$ cat config.mk
export PLATFORM = sky130hd
export DESIGN_NAME = prog_loader
export DESIGN_NICKNAME = d
export VERILOG_FILES = /design/src/rtl/prog_loader.sv
export SDC_FILE = /design/constraint.sdc
export NUM_CORES = 1
export LEC_CHECK = 0
export CAP_MARGIN = 15
export CORE_ASPECT_RATIO = 1.75
export CORE_MARGIN = 4
export CORE_UTILIZATION = 49
export CTS_CLUSTER_DIAMETER = 120
export DETAILED_ROUTE_END_ITERATION = 12
export GPL_ROUTABILITY_DRIVEN = 0
export GPL_TIMING_DRIVEN = 0
export PLACE_DENSITY = 0.86
export SKIP_LAST_GASP = 1
export SLEW_MARGIN = 20
export SYNTH_ARGS = -nofsm -noshare
export SYNTH_HDL_FRONTEND = slang
export SYNTH_SLANG_ARGS = --single-unit
$ cat constraint.sdc
create_clock -name clk -period 1.9 [get_ports clk]
set_input_delay 0.285 -clock clk [delete_from_list [all_inputs] [get_ports clk]]
set_output_delay 0.285 -clock clk [all_outputs]
set_load 0.02 [all_outputs]
$ cat src/rtl/prog_loader.sv
// Boot loader: framed byte stream -> 16-bit imem writes.
// Holds the CPU in reset until a checksum-verified image is loaded.
module prog_loader #(
    parameter int          ADDR_W = 8,
    parameter logic [7:0]  SYNC   = 8'hA5
) (
    input  logic              clk,
    input  logic              rst,
    input  logic [7:0]        rx_data,
    input  logic              rx_valid,
    output logic              rx_ready,
    output logic              imem_we,
    output logic [ADDR_W-1:0] imem_waddr,
    output logic [15:0]       imem_wdata,
    output logic              cpu_rst,
    output logic              done,
    output logic              err,
    input  logic              reload
);

    localparam logic [2:0] S_IDLE = 3'd0;
    localparam logic [2:0] S_LEN  = 3'd1;
    localparam logic [2:0] S_HI   = 3'd2;
    localparam logic [2:0] S_LO   = 3'd3;
    localparam logic [2:0] S_WR   = 3'd4;
    localparam logic [2:0] S_CHK  = 3'd5;
    localparam logic [2:0] S_DONE = 3'd6;
    localparam logic [2:0] S_ERR  = 3'd7;

    logic [2:0]        r_state;
    logic [2:0]        w_next;
    logic [7:0]        r_len;
    logic [7:0]        r_hi;
    logic [7:0]        r_xor;
    logic [ADDR_W-1:0] r_cnt;
    logic [ADDR_W-1:0] r_waddr;
    logic [15:0]       r_wdata;
    logic              r_cpu_rst;
    logic              r_done;
    logic              r_err;
    logic              w_ready;
    logic              w_acc;
    logic              w_last;

    assign w_ready = (r_state == S_IDLE) || (r_state == S_LEN) ||
                     (r_state == S_HI)   || (r_state == S_LO)  ||
                     (r_state == S_CHK);
    assign w_acc   = rx_valid && w_ready;
    // Word counter is compared against N in 32 bits so ADDR_W may differ from 8.
    assign w_last  = (32'(r_cnt) + 32'd1) == 32'(r_len);

    assign rx_ready   = w_ready;
    assign imem_we    = (r_state == S_WR);
    assign imem_waddr = r_waddr;
    assign imem_wdata = r_wdata;
    assign cpu_rst    = r_cpu_rst;
    assign done       = r_done;
    assign err        = r_err;

    always_comb begin
        w_next = r_state;
        case (r_state)
            S_IDLE: if (w_acc && rx_data == SYNC) w_next = S_LEN;
            S_LEN:  if (w_acc) w_next = (rx_data == 8'd0) ? S_ERR : S_HI;
            S_HI:   if (w_acc) w_next = S_LO;
            S_LO:   if (w_acc) w_next = S_WR;
            S_WR:   w_next = w_last ? S_CHK : S_HI;
            S_CHK:  if (w_acc) w_next = (rx_data == r_xor) ? S_DONE : S_ERR;
            S_DONE: if (reload) w_next = S_IDLE;
            S_ERR:  if (reload) w_next = S_IDLE;
            default: w_next = S_IDLE;
        endcase
    end

    always_ff @(posedge clk or negedge rst) begin
        if (!rst) begin
            r_state   <= S_IDLE;
            r_len     <= 8'd0;
            r_hi      <= 8'd0;
            r_xor     <= 8'd0;
            r_cnt     <= '0;
            r_waddr   <= '0;
            r_wdata   <= 16'd0;
            r_cpu_rst <= 1'b1;
            r_done    <= 1'b0;
            r_err     <= 1'b0;
        end else begin
            r_state   <= w_next;
            r_done    <= (w_next == S_DONE);
            r_err     <= (w_next == S_ERR);
            r_cpu_rst <= (w_next != S_DONE);
            if (r_state == S_LEN && w_acc) begin
                r_len <= rx_data;
                r_cnt <= '0;
                r_xor <= 8'd0;
            end
            if (r_state == S_HI && w_acc) begin
                r_hi  <= rx_data;
                r_xor <= r_xor ^ rx_data;
            end
            if (r_state == S_LO && w_acc) begin
                r_wdata <= {r_hi, rx_data};
                r_waddr <= r_cnt;
                r_xor   <= r_xor ^ rx_data;
            end
            if (r_state == S_WR && !w_last) begin
                r_cnt <= r_cnt + 1'b1;
            end
        end
    end

endmodule

==> flow_summary_export.csv, run 1 <==
group,metric,value,unit
floorplan,io_pins,41,
placement,dp.cells,401,
synth,synth_top_area_share,50.4,%
synth,seq_area_frac_synth,51.2,%
timing,hold_viol_final,0,
power,leakage,1.69,nW
hold_path,hold-path-endpoint,"r_len[2]",
synth,synth.lib_cells_used.distinct,49,
finish,fillers,467,
floorplan,core-area,5930,sq um
synth,synthSimpleGateAreaFrac,17.3,%
timing,whs,314,ps
power,pwr_density_cell,1530,nW/um^2
timing,fin_crit,2090,ps
worst_setup_path,reg2regPathDepth,7,
detailed_routing,first_pass_iters,4,
finish,final_cell_mix,"59 x dfrtp_1, 46 x nand2_1, 31 x mux2_2, 29 x clkdlybuf4s50_1, 22 x o21ai_0",
worst_setup_path,cp_top_family,"compound AO/OA/AOI/OAI gates",
cts,clk_pin_slew,60,ps
floorplan,die_area,7560,sq um
worst_setup_path,reg2reg_from,"r_cnt[7]",
finish,multi_input_area,1510,sq um
synth,netlist_area,3030,sq um
synth,syn-num-nets,297,
cts,clk_latency,350,ps
cts,cts_buffer_depth,2,
worst_setup_path,path_buf_inv,1,
synth,synth_enable_flop_cells,0,
detailed_routing,via_per_inst,5.53,
worst_setup_path,end_kind,"register",
synth,syn_inst,284,
timing,worst_slack,-191,ps
worst_setup_path,slowest_delay,480,ps
synth,ys_top_cells_by_area,"dfrtp_1 50%, mux2_2 12%, nand2_1 6.1%, o21ai_0 3.8%, xnor2_1 3.2%",
global_route,grt_pass1_vias,2503,
status,violations,"setup timing",
hold_path,min_path_cells,3,
status,status,"finished, violations left",
power,ir_drop,0.000949,V
synth,synth_compound_area_share,10.4,%
timing,final_max_slew_viol_count,0,
global_route,grt_max_degree,36,
finish,diodes,0,
worst_setup_path,path_max_fanout,6,
hold_path,hold_path.class,"input pin to register",
detailed_routing,vias,2341,
placement,port_buffers,38,
detailed_routing,dr.first_iter.drc_count,96,
cts,cts_tree,"done",
worst_setup_path,crit_chain,"xor2_2, nor2b_1, nand4_1, a211oi_4, buf_6, nor4b_2, a311o_1",
synth,async_flop_share,100,%
floorplan,die_h,112,um
synth,synthXorXnorAreaFrac,4.75,%
detailed_routing,drc,0,
finish,final_common_cell,"dfrtp_1",
worst_setup_path,cp.arrival,2310,ps
worst_setup_path,critical_path.slowest_cell,"dfrtp_1",
synth,avgSynthCellArea,10.7,sq um
finish,drive_gt1_share,25.8,%
timing,max_clock_freq,478,MHz
cts,cts.sinks,62,
flow_run,max_cap_viol_count,0,
worst_setup_path,startpoint_type,"register",
detailed_routing,antenna_left,0,
synth,synthAdderAreaFrac,0.413,%
cts,cts-buffers-inserted,9,
finish,seqCellArea,1560,sq um
synth,synth-main-ff-cell,"dfrtp_1",
synth,yosysWarnings,0,
worst_setup_path,worstPathRequired,2120,ps
placement,dp_hpwl,4880,um
detailed_routing,wire_per_inst,16.5,um
finish,syn_to_final_growth,28.4,%
cts,htree_levels,3,
synth,synth_seq_cells,62,
worst_setup_path,crit_type,"register to register",
detailed_routing,routed_wirelength,6960,um
timing,fin_skew,8.34,ps
synth,yosys.area.top_type,"dfrtp_1",
global_route,grt_pass1_wl,11600,um
timing,rsz0062_at_grt,"true",
worst_setup_path,r2r_end,"r_cnt[2]",
timing,finalCritPeriodShare,110,%
timing,setup_viol,13,
finish,final_cells,423,
global_route,antenna_found_initial,0,
floorplan,die_x,67.4,um
cts,cts_root_buf,"clkbuf_8",
hold_path,hp-start,"rx_data[2]",
floorplan,rows,37,
finish,nNetsFinal,353,
floorplan,initial_core_util,51.1,%
timing,max_slew_margin,70.6,%
synth,synthMuxAreaShare,12.5,%
timing,tightest_slew,441,ps
global_route,grt_usage,20.7,%
synth,synth_top_family_by_area,"simple AND/OR/NAND/NOR gates",
global_route,grt-ovfl-total,0,
finish,fin_util,65.7,%
worst_setup_path,ff2ff_setup_slack,-190,ps
through the flow:
| stage | setup WS (ps) | power (W) | cell area [sq um] | TNS (ps) |
|---|---|---|---|---|
| floorplan | -54.9 | 0.00386 | 3060 | -181 |
| global placement | -1320 | 0.00467 | 3530 | -100210 |
| detailed placement | -522 | 0.00478 | 3550 | -21710 |
| CTS | -193 | 0.00586 | 3790 | -3250 |
| global route | -275 | 0.00635 | 3890 | -2760 |
| finish | -191 | 0.00595 | 3890 | -1530 |
cells in the mapped netlist, drive strengths merged, types with 2 or more instances:
cell type / instances
dfrtp: 61
nand2: 49
mux2: 31
o21ai: 23
clkbuf: 12
nand3: 11
xnor2: 11
nand2b: 9
buf: 6
nor2: 6
a211oi: 5
and3: 5
nor2b: 5
nand4: 4
a21oi: 3
a31o: 3
inv: 3
mux2i: 3
nor4b: 3
and4: 2
o211ai: 2
o22ai: 2
or2: 2
or3: 2
or4: 2
xor2: 2
routing by layer:
layer,GRT usage [%],vias up,share of wire [%]
li1,-,1109,-
met1,22.5,1150,36
met4,12.3,0,3.3
met2,34.0,64,57
met5,0,-,0
met3,6.61,18,4.0
kinds of logic (layout without fill, tap and decap cells):
family                   count (synthesis)  after routing
AO/OA/AOI/OAI                           47             47
XOR/XNOR                                14             14
adder cells (fa/ha/maj)                  1              1
buffers and inverters                   21             81
flip-flops                              62             62
multiplexers                            34             34
AND/OR/NAND/NOR                        105            106
power breakdown:
part / internal, W / total (W) / switching (W)
clock: 0.000509 / 0.000975 / 0.000466
combinational: 0.00134 / 0.00268 / 0.00134
sequential: 0.00187 / 0.00229 / 0.000420
registers in the layout, summed over array words and instances, names as in the netlist:
name / flops
imem_wdata: 16
imem_waddr: 8
r_cnt: 8
r_hi: 8
r_len: 8
r_xor: 8
r_state: 3
cpu_rst: 1
done: 1
err: 1
worst register-to-register path: cells and delay by family (launching register included):
family	cells	cell delay (ps)
AO/OA/AOI/OAI	2	600
flip-flops	1	480
AND/OR/NAND/NOR	3	400
buffers and inverters	1	160
XOR/XNOR	1	330
timing repair:
action,CTS,global route
hold buffers,1,0
setup buffers,5,3
pin swaps,2,5
endpoints found under the setup margin,51,45
endpoints found under the hold margin,27,0
cloned,0,1
gates resized for setup,16,24
worst max-delay path by stage:
stage               start            end  cells after the start
4_1_cts        r_state[0]        imem_we                      5
3_3_place_gp          rst       r_xor[6]                      1
6_report         r_cnt[7]       r_cnt[2]                      7
3_5_place_dp     rx_valid  imem_waddr[6]                      6
5_1_grt          r_cnt[7]       r_cnt[2]                      7
2_1_floorplan    r_cnt[0]       r_cnt[3]                      8
final cells by class:
type	instances	share of cell area, %
Sequential cell	62	40.0
Tap cell	78	2.51
Multi-Input combinational cell	202	38.8
Clock inverter	1	0.129
Timing Repair Buffer	48	12.4
Inverter	3	0.289
Buffer	14	1.83
Clock buffer	15	4.02
Power figures use the tool's default switching activity.
==> inputs of run 2 (changes only) <==
--- a/config.mk
+++ b/config.mk
@@ -14,6 +14,7 @@
 export GPL_ROUTABILITY_DRIVEN = 0
 export GPL_TIMING_DRIVEN = 0
 export PLACE_DENSITY = 0.86
+export SKIP_CTS_REPAIR_TIMING = 1
 export SKIP_LAST_GASP = 1
 export SLEW_MARGIN = 20
 export SYNTH_ARGS = -nofsm -noshare
==> flow_summary_export.csv, run 2 (synthesized netlist as in run 1, its figures left out) <==
group,metric,value,unit
worst_setup_path,reg2reg_from,"r_cnt[0]",
cts,cts.sinks,62,
worst_setup_path,cp.arrival,2320,ps
timing,max_slew_margin,68.7,%
worst_setup_path,worstPathRequired,2120,ps
detailed_routing,drc,0,
finish,syn_to_final_growth,28.5,%
worst_setup_path,crit_path_start,"r_cnt[0]",
cts,clk_pin_slew,60,ps
detailed_routing,first_pass_iters,4,
power,leakage,1.72,nW
worst_setup_path,reg2regPathDepth,8,
detailed_routing,vias,2344,
global_route,grt_max_degree,36,
timing,fin_setup_tns,-2810,ps
cts,cts_buffer_depth,2,
timing,worst_slack,-198,ps
detailed_routing,dr.first_iter.drc_count,100,
finish,fillers,469,
detailed_routing,via_per_inst,5.55,
global_route,grt_usage,20.0,%
timing,final_max_slew_viol_count,0,
cts,htree_levels,3,
global_route,grt-ovfl-total,0,
floorplan,die_area,7560,sq um
placement,port_buffers,38,
cts,cts-buffers-inserted,9,
timing,tightest_slew,469,ps
floorplan,rows,37,
power,pwr_density_cell,1530,nW/um^2
worst_setup_path,startpoint_type,"register",
floorplan,core-area,5930,sq um
global_route,grt_pass1_vias,2450,
timing,fin_skew,9.29,ps
timing,max_clock_freq,477,MHz
cts,cts_root_buf,"clkbuf_8",
timing,fin_crit,2100,ps
finish,largest_reg_flops,16,
floorplan,io_pins,41,
floorplan,initial_core_util,51.1,%
finish,final_cell_mix,"59 x dfrtp_1, 47 x nand2_1, 31 x mux2_2, 29 x clkdlybuf4s50_1, 22 x o21ai_0",
flow_run,max_cap_viol_count,0,
detailed_routing,antenna_left,0,
placement,dp_hpwl,4880,um
global_route,antenna_found_initial,0,
cts,clk_latency,350,ps
timing,setup_viol,29,
detailed_routing,wire_per_inst,16.7,um
worst_setup_path,r2r_end,"r_cnt[2]",
finish,drive_gt1_share,25.6,%
worst_setup_path,ff2ff_setup_slack,-200,ps
placement,dp.cells,401,
floorplan,die_h,112,um
worst_setup_path,crit_path_end,"r_cnt[2]",
detailed_routing,routed_wirelength,7060,um
status,violations,"setup timing",
timing,finalCritPeriodShare,110,%
floorplan,die_x,67.4,um
status,status,"finished, violations left",
worst_setup_path,crit_type,"register to register",
finish,nNetsFinal,352,
finish,final_common_cell,"dfrtp_1",
worst_setup_path,end_kind,"register",
hold_path,hold_path.class,"input pin to register",
timing,rsz0062_at_grt,"true",
worst_setup_path,path_max_fanout,7,
finish,final_cells,422,
cts,cts_tree,"done",
power,ir_drop,0.000956,V
timing,hold_viol_final,0,
finish,diodes,0,
global_route,grt_pass1_wl,11300,um
run 2: power breakdown:
group,total (W),internal (W),switching [W],leakage (nW)
Clock,0.000980,0.000509,0.000471,0.0817
Combinational,0.00270,0.00136,0.00134,0.853
Sequential,0.00229,0.00187,0.000421,0.784
run 2: worst min-delay path by stage:
stage | startpoint | to | cells past startpoint
2_1_floorplan | rst | done | 0
3_3_place_gp | imem_waddr[4] | imem_waddr[4] | 2
3_5_place_dp | rst | imem_wdata[7] | 1
4_1_cts | rst | imem_waddr[7] | 1
5_1_grt | rx_data[2] | r_len[2] | 3
6_report | rx_data[2] | r_len[2] | 3
run 2: layout make-up:
cell class | instances | area (sq um) | share of cell area [%]
clock inverter | 1 | 5.00 | 0.129
clock buffer | 15 | 156 | 4.02
tap | 78 | 97.6 | 2.51
inverter | 3 | 11.3 | 0.289
timing repair buffer | 47 | 492 | 12.6
buffer | 14 | 68.8 | 1.77
sequential | 62 | 1560 | 39.9
multi-input combinational | 202 | 1510 | 38.7
run 2: stage by stage:
stage / utilization, % / area, sq um / hold slack [ps] / worst slack (ps) / power [W]
finish: 65.7 / 3890 / 311 / -198 / 0.00597
global route: 65.7 / 3890 / 340 / -307 / 0.00636
CTS: 62.7 / 3710 / -144 / -509 / 0.00577
detailed placement: 59.9 / 3550 / 230 / -522 / 0.00478
global placement: 59.6 / 3530 / 464 / -1320 / 0.00467
floorplan: - / 3060 / -10.6 / -54.9 / 0.00386
run 2: worst max-delay path, cell delays in order (launching register included):
cell      delay, ps
dfrtp_2         430
buf_4           160
nand4_1         190
nor2_2          230
nand4_1         180
a211oi_4        250
buf_6           180
nor4b_2          60
a311o_1         320
run 2: metal layers:
metal | up-vias | wire, um | track usage [%]
li1 | 1109 | - | -
met1 | 1147 | 2550 | 21.6
met4 | 0 | 270 | 11.5
met5 | - | 0 | 0
met3 | 21 | 279 | 6.11
met2 | 67 | 3960 | 33.6
==> RTL edit 1: new RTL, flow settings as in run 2 <==
`ADDR_W`: 8 -> 9. Comments in the files are not updated.
--- a/src/rtl/prog_loader.sv
+++ b/src/rtl/prog_loader.sv
@@ -1,7 +1,7 @@
 // Boot loader: framed byte stream -> 16-bit imem writes.
 // Holds the CPU in reset until a checksum-verified image is loaded.
 module prog_loader #(
-    parameter int          ADDR_W = 8,
+    parameter int          ADDR_W = 9,
     parameter logic [7:0]  SYNC   = 8'hA5
 ) (
     input  logic              clk,
Ports: changed (resized imem_waddr); port bits go from 41 to 42. The function was not compared with the original's and may differ.
==> RTL edit 1 against run 2 <==
The run still ends with negative setup slack left; power decreased by 3.9%; sequential share of layout area increased by 0.20 points; worst setup slack got worse by 0.29 ns; design area increased by 2.8%; routed wire length increased by 1.9%; synthesized area increased by 3.3%; sequential cell count increased by 2; combinational power decreased by 16%; largest power group unchanged.
==> RTL edit 1: results <==
group,metric,value,unit
status,failed_checks,"negative setup slack",
sta,finalClockSkew,0.00918,ns
sta,fin_worst_hold_slack,0.337,ns
synth,ys_types,47,
synth,ys_seq_area_share,51.2,%
global_routing,gr-usage-met1,21.4,%
final_layout,drive_above_1_share,31.2,%
power_and_ir_drop,p_leak,1.80,nW
routing,routedWlPerCell,17.3,um
power_and_ir_drop,p_sw_share,34.9,%
final_layout,fillers,450,
global_routing,gr-usage-met2,34.8,%
global_routing,grt_pass1_wl,11500,um
routing,via_per_inst,5.74,
final_layout,finalNetCount,345,
global_routing,grt_max_degree,48,
global_routing,grt_pass1_vias,2449,
status,status,"finished, violations left",
place,portBuffers,37,
place,hpwl,4710,um
sta,relSlewSlack,66.0,%
sta,setup_viol_count_final,14,
worst_setup_path,arrival,2.63,ns
routing,drt_iter0_drc,65,
sta,setup_ws,-0.493,ns
RTL edit 1: metal layers:
metal | share of wire, % | vias up
met4 | 2.8 | 0
met2 | 56 | 67
met1 | 37 | 1217
met3 | 3.8 | 16
li1 | - | 1095
met5 | 0 | -
RTL edit 1: worst max path at each step:
stage,end,slack (ns)
3_5_place_dp,r_hi[0]$_DFFE_PN0P_,-0.66
5_1_grt,r_cnt[6]$_DFFE_PN0P_,-0.57
2_1_floorplan,r_cnt[5]$_DFFE_PN0P_,-0.41
6_report,r_cnt[2]$_DFFE_PN0P_,-0.49
3_3_place_gp,r_cnt[0]$_DFFE_PN0P_,-1.62
4_1_cts,r_cnt[5]$_DFFE_PN0P_,-0.70
RTL edit 1: area by class of cell:
cell class / count / area (sq um) / area share, %
well taps: 80 / 100 / 2.50
flip-flops and latches: 64 / 1610 / 40.1
clock buffers: 11 / 131 / 3.28
clock inverters: 5 / 81.3 / 2.03
repair buffers: 48 / 492 / 12.3
inverters: 4 / 15.0 / 0.375
plain buffers: 16 / 106 / 2.66
multi-input cells: 189 / 1470 / 36.7
RTL edit 1: stage by stage:
| step | setup TNS [ns] | worst slack [ns] | instance area [sq um] | cells |
|---|---|---|---|---|
| 6_report | -5.68 | -0.493 | 4000 | 417 |
| 5_1_grt | -6.72 | -0.567 | 4000 | 417 |
| 4_1_cts | -15.52 | -0.700 | 3870 | 410 |
| 3_5_place_dp | -27.02 | -0.663 | 3660 | 394 |
| 3_3_place_gp | -114.44 | -1.62 | 3640 | 393 |
| 2_1_floorplan | -4.19 | -0.411 | 3170 | 276 |
RTL edit 1: worst max-delay path, stage by stage, from the launching register on:
cell and delay, ns:
dfrtp_2 0.46, ha_4 0.20, xor2_1 0.16, o22ai_1 0.22, a32o_2 0.21, a22oi_2 0.11
o31ai_4 0.42, buf_6 0.19, nor3b_1 0.05, a211o_1 0.26
RTL edit 1: cells by family (layout without fill, tap and decap cells):
kind of cell / after synthesis / count (layout) / synth area share, %
AO/OA/AOI/OAI: 46 / 46 / 9.79
XOR/XNOR: 20 / 20 / 5.60
adder cells (fa/ha/maj): 1 / 1 / 0.400
buffers and inverters: 23 / 84 / 4.00
flip-flops: 64 / 64 / 51.2
multiplexers: 41 / 41 / 14.7
AND/OR/NAND/NOR: 81 / 81 / 14.3
RTL edit 1: power by group through the flow:
stage	logic [mW]	clock network [mW]	registers, mW
2_1_floorplan	1.16	0	2.38
3_3_place_gp	2.05	0	2.18
3_5_place_dp	2.11	0	2.20
4_1_cts	2.15	1.28	2.20
5_1_grt	2.46	1.35	2.26
6_report	2.27	1.26	2.21
==> RTL edit 2: new RTL, settings of run 2 <==
Without the edit above. Make the reset (`rst`) synchronous in one clocked block.
--- a/src/rtl/prog_loader.sv
+++ b/src/rtl/prog_loader.sv
@@ -72,7 +72,7 @@
         endcase
     end
 
-    always_ff @(posedge clk or negedge rst) begin
+    always_ff @(posedge clk) begin
         if (!rst) begin
             r_state   <= S_IDLE;
             r_len     <= 8'd0;
Function: differs if rst is asserted again (counterexample within 4 cycles, from zero or initial values and one cycle with rst low); with rst held inactive, the same outputs for 10 cycles.
==> RTL edit 2 against run 2 <==
The flow still finishes with violations (negative setup slack); sequential cell count is the same; design area shrank 0.55%; routed wire length grew 7.3%; worst setup slack lost 0.086 ns; utilization grew 0.16 points; via count grew 17%; sequential share of layout area shrank 7.5 points; synthesized area shrank 2.1%; critical endpoint is now r_cnt[6]$_SDFFE_PN0P_; highest routed layer unchanged.
Power is not compared: it rests on default switching activity, and its combinational part moved more than twofold at a synthesized area within 25%.
==> RTL edit 2: results <==
group,metric,value,unit
synth,yosysMostFrequentCell,"nand2_1",
routing,routedWlPerCell,15.1,um
final_layout,finalNetCount,430,
global_routing,grt_max_degree,12,
final_layout,largest_register_ffs,16,
global_routing,grt_pass1_wl,12300,um
status,failed_checks,"negative setup slack",
worst_setup_path,slowest_delay,0.41,ns
synth,synth_common_cells,"nand2_1, dfxtp_1, a21boi_0, nor2b_1, clkbuf_1",
cts,cts_root_buffer,"clkbuf_8",
routing,via_per_inst,5.47,
final_layout,antennaDiodeCount,0,
power_and_ir_drop,peakVddDrop,0.000487,V
final_layout,areaGrowthSynthToFinish,30.6,%
hold_path,hold_class,"in -> reg",
cts,clk_latency,0.34,ns
place,dpl_cell_area,3480,sq um
cts,cts_buffers,9,
synth,syn_nets,377,
sta,tightest_slew,0.558,ns
sta,setup_ws,-0.284,ns
worst_setup_path,arrival,2.42,ns
global_routing,antenna_found_initial,0,
synth,ys_types,51,
sta,finalClockSkew,0.00786,ns
synth,ys_seq_area_share,41.9,%
worst_setup_path,cp_max_fo,8,
cts,path_clk_slew,0.07,ns
floorplanning,coreArea,5880,sq um
hold_path,hold-path-cell-count,3,
worst_setup_path,critPathSlowestCell,"dfxtp_4",
power_and_ir_drop,p_leak,1.42,nW
routing,drt_iter0_drc,168,
place,hpwl,5270,um
routing,via_count,2736,
place,portBuffers,38,
synth,synth_area_leaders,"dfxtp_1, nand2_1, a21boi_0, nor2b_1, a221o_1",
worst_setup_path,ff2ff_path_depth,7,
cts,cts_buffer_depth,2,
sta,setup_viol_count_final,14,
routing,dr.pass1.iters,4,
synth,syn-instance-count,364,
synth,async_reset_ff_share,0,%
global_routing,grt_usage,21.6,%
sta,final.setup.tns,-2.96,ns
status,status,"finished, violations left",
final_layout,drive_above_1_share,14.9,%
power_and_ir_drop,internal_power,2.07,mW
final_layout,fillers,473,
place,dpl.cell_count,480,
synth,yosys_warnings,0,
RTL edit 2: cell types whose count changed after synthesis, sizes merged, moves of 7 or more:
cell | before | now
dfxtp | 0 | 62
dfrtp | 61 | 0
nand2 | 49 | 98
a21boi | 0 | 41
mux2 | 31 | 1
nor2b | 5 | 18
o21ai | 23 | 12
a21oi | 3 | 12
nor3 | 1 | 10
a221o | 0 | 7
nand3 | 11 | 4
RTL edit 2: final timing paths:
| path | from | endpoint |
|---|---|---|
| max | r_cnt[0]$_SDFFE_PN0P_ | r_cnt[6]$_SDFFE_PN0P_ |
| min reg2reg | imem_waddr[0]$_SDFFE_PN0P_ | imem_waddr[0]$_SDFFE_PN0P_ |
| max reg2reg | r_cnt[0]$_SDFFE_PN0P_ | r_cnt[6]$_SDFFE_PN0P_ |
| min | rst | r_cnt[1]$_SDFFE_PN0P_ |
RTL edit 2: worst max-delay path: cells and delay by family, from the launching register on:
kind	cells	cell delay (ns)
flops	1	0.41
simple gates	4	0.83
buf+inv	1	0.14
compound gates	2	0.69
RTL edit 2: layout make-up:
class / count / area share, %
clock inverter: 6 / 2.23
timing repair buffer: 44 / 11.5
tap: 78 / 2.52
buffer: 21 / 3.23
inverter: 6 / 0.582
multi-input combinational: 273 / 44.2
clock buffer: 10 / 3.30
sequential: 62 / 32.4
RTL edit 2: cell families (layout without fill, tap and decap cells):
kind of cell	Yosys count	after routing	synth area share, %
XOR/XNOR	11	11	3.25
flip-flops	62	62	41.9
AND/OR/NAND/NOR	170	170	27.4
adder cells (fa/ha/maj)	1	1	0.422
buffers and inverters	29	87	4.51
multiplexers	3	3	1.05
AO/OA/AOI/OAI	88	88	21.5
RTL edit 2: power by group through the flow:
stage               Clock (mW)  Combinational, mW  Sequential, mW
CTS                       1.27             0.0949            1.30
floorplan                    0             0.0443            1.33
global placement             0             0.0930            1.33
global route              1.34              0.105            1.30
detailed placement           0             0.0942            1.33
finish                    1.26             0.0971            1.30
RTL edit 2: through the flow:
| stage | hold WS, ns | setup WS, ns |
|---|---|---|
| 3_3_place_gp | 0.453 | -0.900 |
| 2_1_floorplan | 0.430 | -0.159 |
| 5_1_grt | 0.304 | -0.341 |
| 6_report | 0.270 | -0.284 |
| 4_1_cts | 0.261 | -0.561 |
| 3_5_place_dp | 0.456 | -0.896 |
RTL edit 2: routing by layer:
| metal | global-route usage (%) | up-vias | wire length, um |
|---|---|---|---|
| met1 | 22.7 | 1270 | 2890 |
| met3 | 3.14 | 24 | 294 |
| met4 | 14.0 | 0 | 276 |
| met2 | 38.0 | 81 | 4110 |
| li1 | - | 1361 | - |
| met5 | 0 | - | 0 |
